==> config.mk <==
export PLATFORM = sky130hd
export DESIGN_NAME = dtcm_arbiter
export DESIGN_NICKNAME = d
export VERILOG_FILES = /design/src/rtl/dtcm_arb_pkg.sv /design/src/rtl/dtcm_arbiter_starve_cnt.sv /design/src/rtl/dtcm_arbiter.sv
export SDC_FILE = /design/constraint.sdc
export NUM_CORES = 1
export LEC_CHECK = 0
export CORE_AREA = 4 4 119 121
export DETAILED_ROUTE_END_ITERATION = 16
export DIE_AREA = 0 0 123 125
export HOLD_SLACK_MARGIN = 0.15
export SYNTH_ARGS = -nofsm -noshare
export SYNTH_HDL_FRONTEND = slang
export SYNTH_SLANG_ARGS = --single-unit
export TNS_END_PERCENT = 5
==> constraint.sdc <==
create_clock -name clk -period 4.6 [get_ports clk]
set_input_delay 0.92 -clock clk [delete_from_list [all_inputs] [get_ports clk]]
set_output_delay 0.92 -clock clk [all_outputs]
set_load 0.1 [all_outputs]
==> src/rtl/dtcm_arb_pkg.sv <==
// Shared types for the DTCM arbiter: FSM state encoding and starvation counter width.
package dtcm_arb_pkg;
  localparam int STARVE_W = 4;

  typedef enum logic {
    ARB_CPU   = 1'b0,
    ARB_FORCE = 1'b1
  } arb_state_t;
endpackage

==> src/rtl/dtcm_arbiter_starve_cnt.sv <==
// Counts consecutive ungranted DMA request cycles (saturating) and flags the cycle
// that pushes the count past STARVE_MAX-1, arming a forced grant for the next cycle.
module arb_starve_cnt
  import dtcm_arb_pkg::*;
#(
  parameter int STARVE_MAX = 4
) (
  input  logic clk,
  input  logic reset,
  input  logic dma_req,
  input  logic dma_gnt,
  output logic thresh_hit
);

  logic [STARVE_W-1:0] cnt_q;
  logic [STARVE_W-1:0] cnt_d;

  always_comb begin
    cnt_d = cnt_q;
    if (!dma_req || dma_gnt) begin
      cnt_d = '0;
    end else if (cnt_q != {STARVE_W{1'b1}}) begin
      cnt_d = cnt_q + 1'b1;
    end
    thresh_hit = dma_req && !dma_gnt && (cnt_q == STARVE_W'(STARVE_MAX - 1));
  end

  always_ff @(posedge clk or posedge reset) begin
    if (reset) begin
      cnt_q <= '0;
    end else begin
      cnt_q <= cnt_d;
    end
  end

endmodule

==> src/rtl/dtcm_arbiter.sv <==
// Two-port DTCM arbiter: CPU has priority, DMA wins idle cycles and is force-granted
// for one cycle after STARVE_MAX ungranted request cycles; read data returns one cycle later.
module dtcm_arbiter
  import dtcm_arb_pkg::*;
#(
  parameter int STARVE_MAX = 4
) (
  input  logic        clk,
  input  logic        reset,
  input  logic        cpu_en,
  input  logic [3:0]  cpu_wen,
  input  logic [31:0] cpu_addr,
  input  logic [31:0] cpu_wdata,
  output logic [31:0] cpu_rdata,
  output logic        cpu_stall,
  input  logic        dma_req,
  input  logic        dma_we,
  input  logic [3:0]  dma_be,
  input  logic [31:0] dma_addr,
  input  logic [31:0] dma_wdata,
  output logic        dma_gnt,
  output logic        dma_rvalid,
  output logic [31:0] dma_rdata,
  output logic [31:0] mem_addr,
  output logic [3:0]  mem_wen,
  output logic [31:0] mem_wdata,
  input  logic [31:0] mem_rdata
);

  arb_state_t state_q, state_d;
  logic       sel_dma_q, sel_dma_d;
  logic       rd_q, rd_d;
  logic       dma_own;
  logic       cpu_own;
  logic       thresh_hit;

  arb_starve_cnt #(
    .STARVE_MAX (STARVE_MAX)
  ) u_starve_cnt (
    .clk        (clk),
    .reset      (reset),
    .dma_req    (dma_req),
    .dma_gnt    (dma_own),
    .thresh_hit (thresh_hit)
  );

  always_comb begin
    dma_own   = 1'b0;
    cpu_own   = 1'b0;
    mem_addr  = cpu_addr;
    mem_wen   = 4'h0;
    mem_wdata = cpu_wdata;
    state_d   = ARB_CPU;

    // Nobody owns the array while reset is held, so no grant can leak out of reset.
    if (!reset) begin
      if (state_q == ARB_FORCE && dma_req) begin
        dma_own = 1'b1;
      end else if (cpu_en) begin
        cpu_own = 1'b1;
      end else if (dma_req) begin
        dma_own = 1'b1;
      end
    end

    if (dma_own) begin
      mem_addr  = dma_addr;
      mem_wen   = dma_we ? dma_be : 4'h0;
      mem_wdata = dma_wdata;
    end else if (cpu_own) begin
      mem_addr  = cpu_addr;
      mem_wen   = cpu_wen;
      mem_wdata = cpu_wdata;
    end

    // ARB_FORCE lasts exactly one cycle regardless of whether DMA still asks.
    if (state_q == ARB_CPU && thresh_hit) begin
      state_d = ARB_FORCE;
    end

    sel_dma_d = dma_own;
    rd_d      = dma_own ? !dma_we : (cpu_own && (cpu_wen == 4'h0));
  end

  always_ff @(posedge clk or posedge reset) begin
    if (reset) begin
      state_q   <= ARB_CPU;
      sel_dma_q <= 1'b0;
      rd_q      <= 1'b0;
    end else begin
      state_q   <= state_d;
      sel_dma_q <= sel_dma_d;
      rd_q      <= rd_d;
    end
  end

  assign dma_gnt    = dma_own;
  assign cpu_stall  = cpu_en && dma_own;
  assign cpu_rdata  = mem_rdata;
  assign dma_rdata  = mem_rdata;
  assign dma_rvalid = sel_dma_q && rd_q;

endmodule

Word-level counts from Yosys, hierarchy flattened
Cells that the tools add are included.
- bits in registers: 7
- output and inout port bits: 135
- bits of input ports: 173
- equal/unequal tests: 2
- add/sub/neg operators: 1
- bitwise gates (word level): 1
- reduce and logical (&&, ||, !) cells: 13
- multiplexer cells: 16
- operators with widths (kind ; count):
    32-bit 2-to-1 mux ; 2
    4-bit 2-to-1 mux ; 5
    1-bit 2-to-1 mux ; 9
    1-bit logical AND ; 7
    4-bit by 1-bit adder with 4-bit output (second input constant) ; 1
    4-bit by 2-bit == test with 1-bit output (second input constant) ; 1
    4-bit zero test ; 1
    4-bit != test (second input constant) ; 1
    1-bit zero test ; 3
    2-bit nonzero test ; 1
    1-bit logical OR ; 1
    1-bit inverter ; 1

Longest topological paths before layout
- depth after elaboration: 9
- mapped depth: 5
- mapped depth without buffers: 4

Cells and area by module
From an unflattened synthesis, not the netlist that was laid out.
- cell total of the unflattened synthesis: 175
- area total of the unflattened synthesis: 1836.8 um2
- by module, submodules not included (module ; cells an instance ; area an instance (um2) ; sequential area each (um2) ; instances):
    dtcm_arbiter ; 153 ; 1599.0 ; 75.1 ; 1
    arb_starve_cnt ; 22 ; 237.7 ; 100.1 ; 1

Worst setup path before layout
Ideal clock, no wire load.
- path kind: input -> output
- from: in reset
- to: out mem_wen[0]
- arrival time: 3.006 ns
- data required time: 3.680 ns
- stages on the path: 5
- path slack: 0.674 ns
- path through: inv_1 nand3b_4 buf_6 inv_1 a32o_1
- RTL lines (what ; RTL line ; RTL):
    start, declared ; dtcm_arbiter.sv:9 ; input logic reset,
    1-bit 2-to-1 mux ; dtcm_arbiter.sv:56 ; if (!reset) begin
    net dma_gnt ; dtcm_arbiter.sv:21 ; output logic dma_gnt,
    4-bit 2-to-1 mux ; dtcm_arbiter.sv:66 ; if (dma_own) begin
    end, declared ; dtcm_arbiter.sv:25 ; output logic [3:0] mem_wen,
The timed path passes the listed nets, and every way through them passes these cells.

Final worst setup path
- from: in reset
- to: out mem_wdata[21]
- word-level cells in the longest chain between the ends: 2
- RTL lines (what ; RTL line ; RTL):
    1-bit 2-to-1 mux ; dtcm_arbiter.sv:56 ;
    32-bit 2-to-1 mux ; dtcm_arbiter.sv:66 ;
    end, declared ; dtcm_arbiter.sv:26 ; output logic [31:0] mem_wdata,
No other way between the ends.

==> qor.txt <==
Setup Fix Bufs, Post-CTS: 0
Die area: 15380 sq um
Outcome: complete, no violations
Max Slew Vio Count: 0
Worst rel slew slack: 0.3272
Syn_area_per_cell: 10.47 sq um
RSZ-0062 raised after global routing: no
Vias/cell: 3.733
Final period utilization: 0.7983
Worst EP required: 3.68 ns
RePlAce Congestion: 0.7589
Post-Synthesis Cells: 172
Critical path startpoint: reset
First-pass GRT wire length: 11050 um
Vias in the first global route: 2045
Initial antenna violation count: 1
Post-Synthesis Cell Area: 1800 sq um
DR iter-0 viols: 26
Post-synthesis cell type count: 24
Drt drc: 0
Clk root buf: clkbuf_16
Via Count: 1848
Hold WS: 0.5225 ns
Clk_lat worst skew: 0.23 ns
Area grow syn2layout: 143.4%
Clock Skews: 0.002531 ns
IO Pins: 308
Max capacitance violation total: 0
Pre-antenna DRT Iters: 4
Reg-to-reg critical path startpoint: state_q
IO buf count: 211
Fillers: 1253
Pwr Total: 950.2 uW
Core region area: 13090 sq um
Starting Density: 0.1376
Min-Delay Startpoint: u_starve_cnt.cnt_q[3]
CTS tree: built
Post-DP HPWL: 6959 um
Tmin final: 3.672 ns
Async SR Flop Fraction: 1.000
Total CTS buffers: 3
Antenna viol nets, final: 0
Worst Path Max Fanout: 30
Static Leak: 1.904 nW
Top_reg_cell synth: dfrtp_1
Synth Register Bits: 7
Worst-Margin Slew: 1.006 ns
Syn_nets: 346
Synth warnings: 0
Setup_tns: 0 ns
Die Y: 125 um
Finish-stage setup viols: 0
CP Class: in -> out
Final net count: 493
Fmax achieved: 272.3 MHz
Clock transition at the registers of the reported paths: 0.03 ns
Total GRT Usage: 0.09186
DIE WIDTH: 123 um
Post-CTS Resized: 0
Layout cells sized above 1: 0.4403
CP Launch Type: input port
Hold Vio Cnt, Final: 0
Power Dens Cells: 216.8 nW/um^2
Post-synth EDFFs: 0
Worst min-delay path class: reg -> reg
Drt wl/cell: 15.87 um
Seq/Total Area, Yosys: 0.09729
WL final: 7857 um
Hold-fix buffers, CTS: 0
Rows: 42
Sink Count: 7
Clk buf depth: 2
Gr ovfl total: 0
Largest net degree at the start of global routing: 36
Peak VDD IR: 0.07945 mV
Number of H-tree levels: 1
Final core utilization: 0.3350
Crit path arrival time: 2.75 ns
Worst Setup End Kind: primary output
==> flip-flops by register name (all words and copies together), names as in the netlist <==
name / flops
u_starve_cnt.cnt_q: 4
rd_q: 1
sel_dma_q: 1
state_q: 1
==> layer usage <==
layer	GRT usage	routed length, um	share of wire
met5	0	0	0
met4	0.03127	202	0.026
met1	0.09539	2757	0.35
met2	0.1628	3616	0.46
met3	0.04110	1280	0.16
==> critical path: stages <==
cell             delay [ns]
clkdlybuf4s50_1        0.49
inv_1                  0.18
nand3b_4               0.15
buf_4                  0.38
mux2_2                 0.42
buf_12                 0.17
==> cell usage in the layout (no fill, tap or decap), drive strengths merged, types with 2 or more instances in the layout <==
master | Yosys | final
clkdlybuf4s50 | 0 | 141
buf | 71 | 72
mux2 | 64 | 64
dfrtp | 7 | 7
nor2 | 5 | 5
a32o | 4 | 4
clkbuf | 0 | 4
nand3 | 2 | 2
nand2b | 2 | 2
mux2i | 2 | 2
inv | 2 | 2
nor4 | 2 | 2
==> cell usage after synthesis, types with 2 or more instances <==
| cell type | number | area share |
|---|---|---|
| dfrtp_1 | 7 | 0.097 |
| buf_6 | 5 | 0.031 |
| nor2_1 | 5 | 0.010 |
| mux2i_1 | 2 | 0.011 |
| mux2_2 | 25 | 0.16 |
| inv_1 | 2 | 0.0042 |
| nor4_1 | 2 | 0.0069 |
| a32o_1 | 4 | 0.022 |
| buf_2 | 2 | 0.0056 |
| mux2_4 | 39 | 0.33 |
| buf_4 | 64 | 0.27 |
| nand3_1 | 2 | 0.0056 |
| nand2b_1 | 2 | 0.0069 |
==> area by class of cell <==
class | count | area (sq um) | area share
Antenna cell | 1 | 2.502 | 0.0005709
Clock buffer | 4 | 78.83 | 0.01798
Inverter | 2 | 7.507 | 0.001713
Multi-Input combinational cell | 92 | 1071 | 0.2444
Sequential cell | 7 | 175.2 | 0.03997
Tap cell | 176 | 220.2 | 0.05024
Timing Repair Buffer | 213 | 2828 | 0.6452
==> power by group <==
part           switching (mW)  leakage (nW)  internal (mW)
Sequential            0.00209        0.0952         0.0643
Clock                  0.0315        0.0382          0.115
Combinational           0.413          1.77          0.324
==> logic make-up (layout without fill, tap and decap cells) <==
logic type | Yosys count | count (layout) | share of synthesized area
AO/OA/AOI/OAI | 9 | 9 | 0.04031
XOR/XNOR | 1 | 1 | 0.004865
adder cells (fa/ha/maj) | 1 | 1 | 0.006948
buffers and inverters | 73 | 219 | 0.3079
flip-flops | 7 | 7 | 0.09729
multiplexers | 66 | 66 | 0.4927
other | 0 | 1 | 0
AND/OR/NAND/NOR | 15 | 15 | 0.05004
==> per-stage QoR <==
stage	instances	setup WS, ns	instance area [sq um]
after floorplan	172	0.6737	1800
after global placement	490	0.9394	4302
after detailed placement	490	0.9047	4302
after CTS	494	0.8969	4380
after global routing	495	0.8132	4383
final	495	0.9280	4383
==> final timing paths <==
kind	end	slack, ns	depth (start not counted)
max	mem_wdata[21]	0.93	6
min	u_starve_cnt.cnt_q[3]	0.52	1
max reg2reg	rd_q	3.22	4
min reg2reg	u_starve_cnt.cnt_q[3]	0.52	1
max in group asynchronous	u_starve_cnt.cnt_q[3]	3.34	2
min in group asynchronous	u_starve_cnt.cnt_q[2]	1.01	2
No activity file was read; power rests on OpenSTA's default activity.
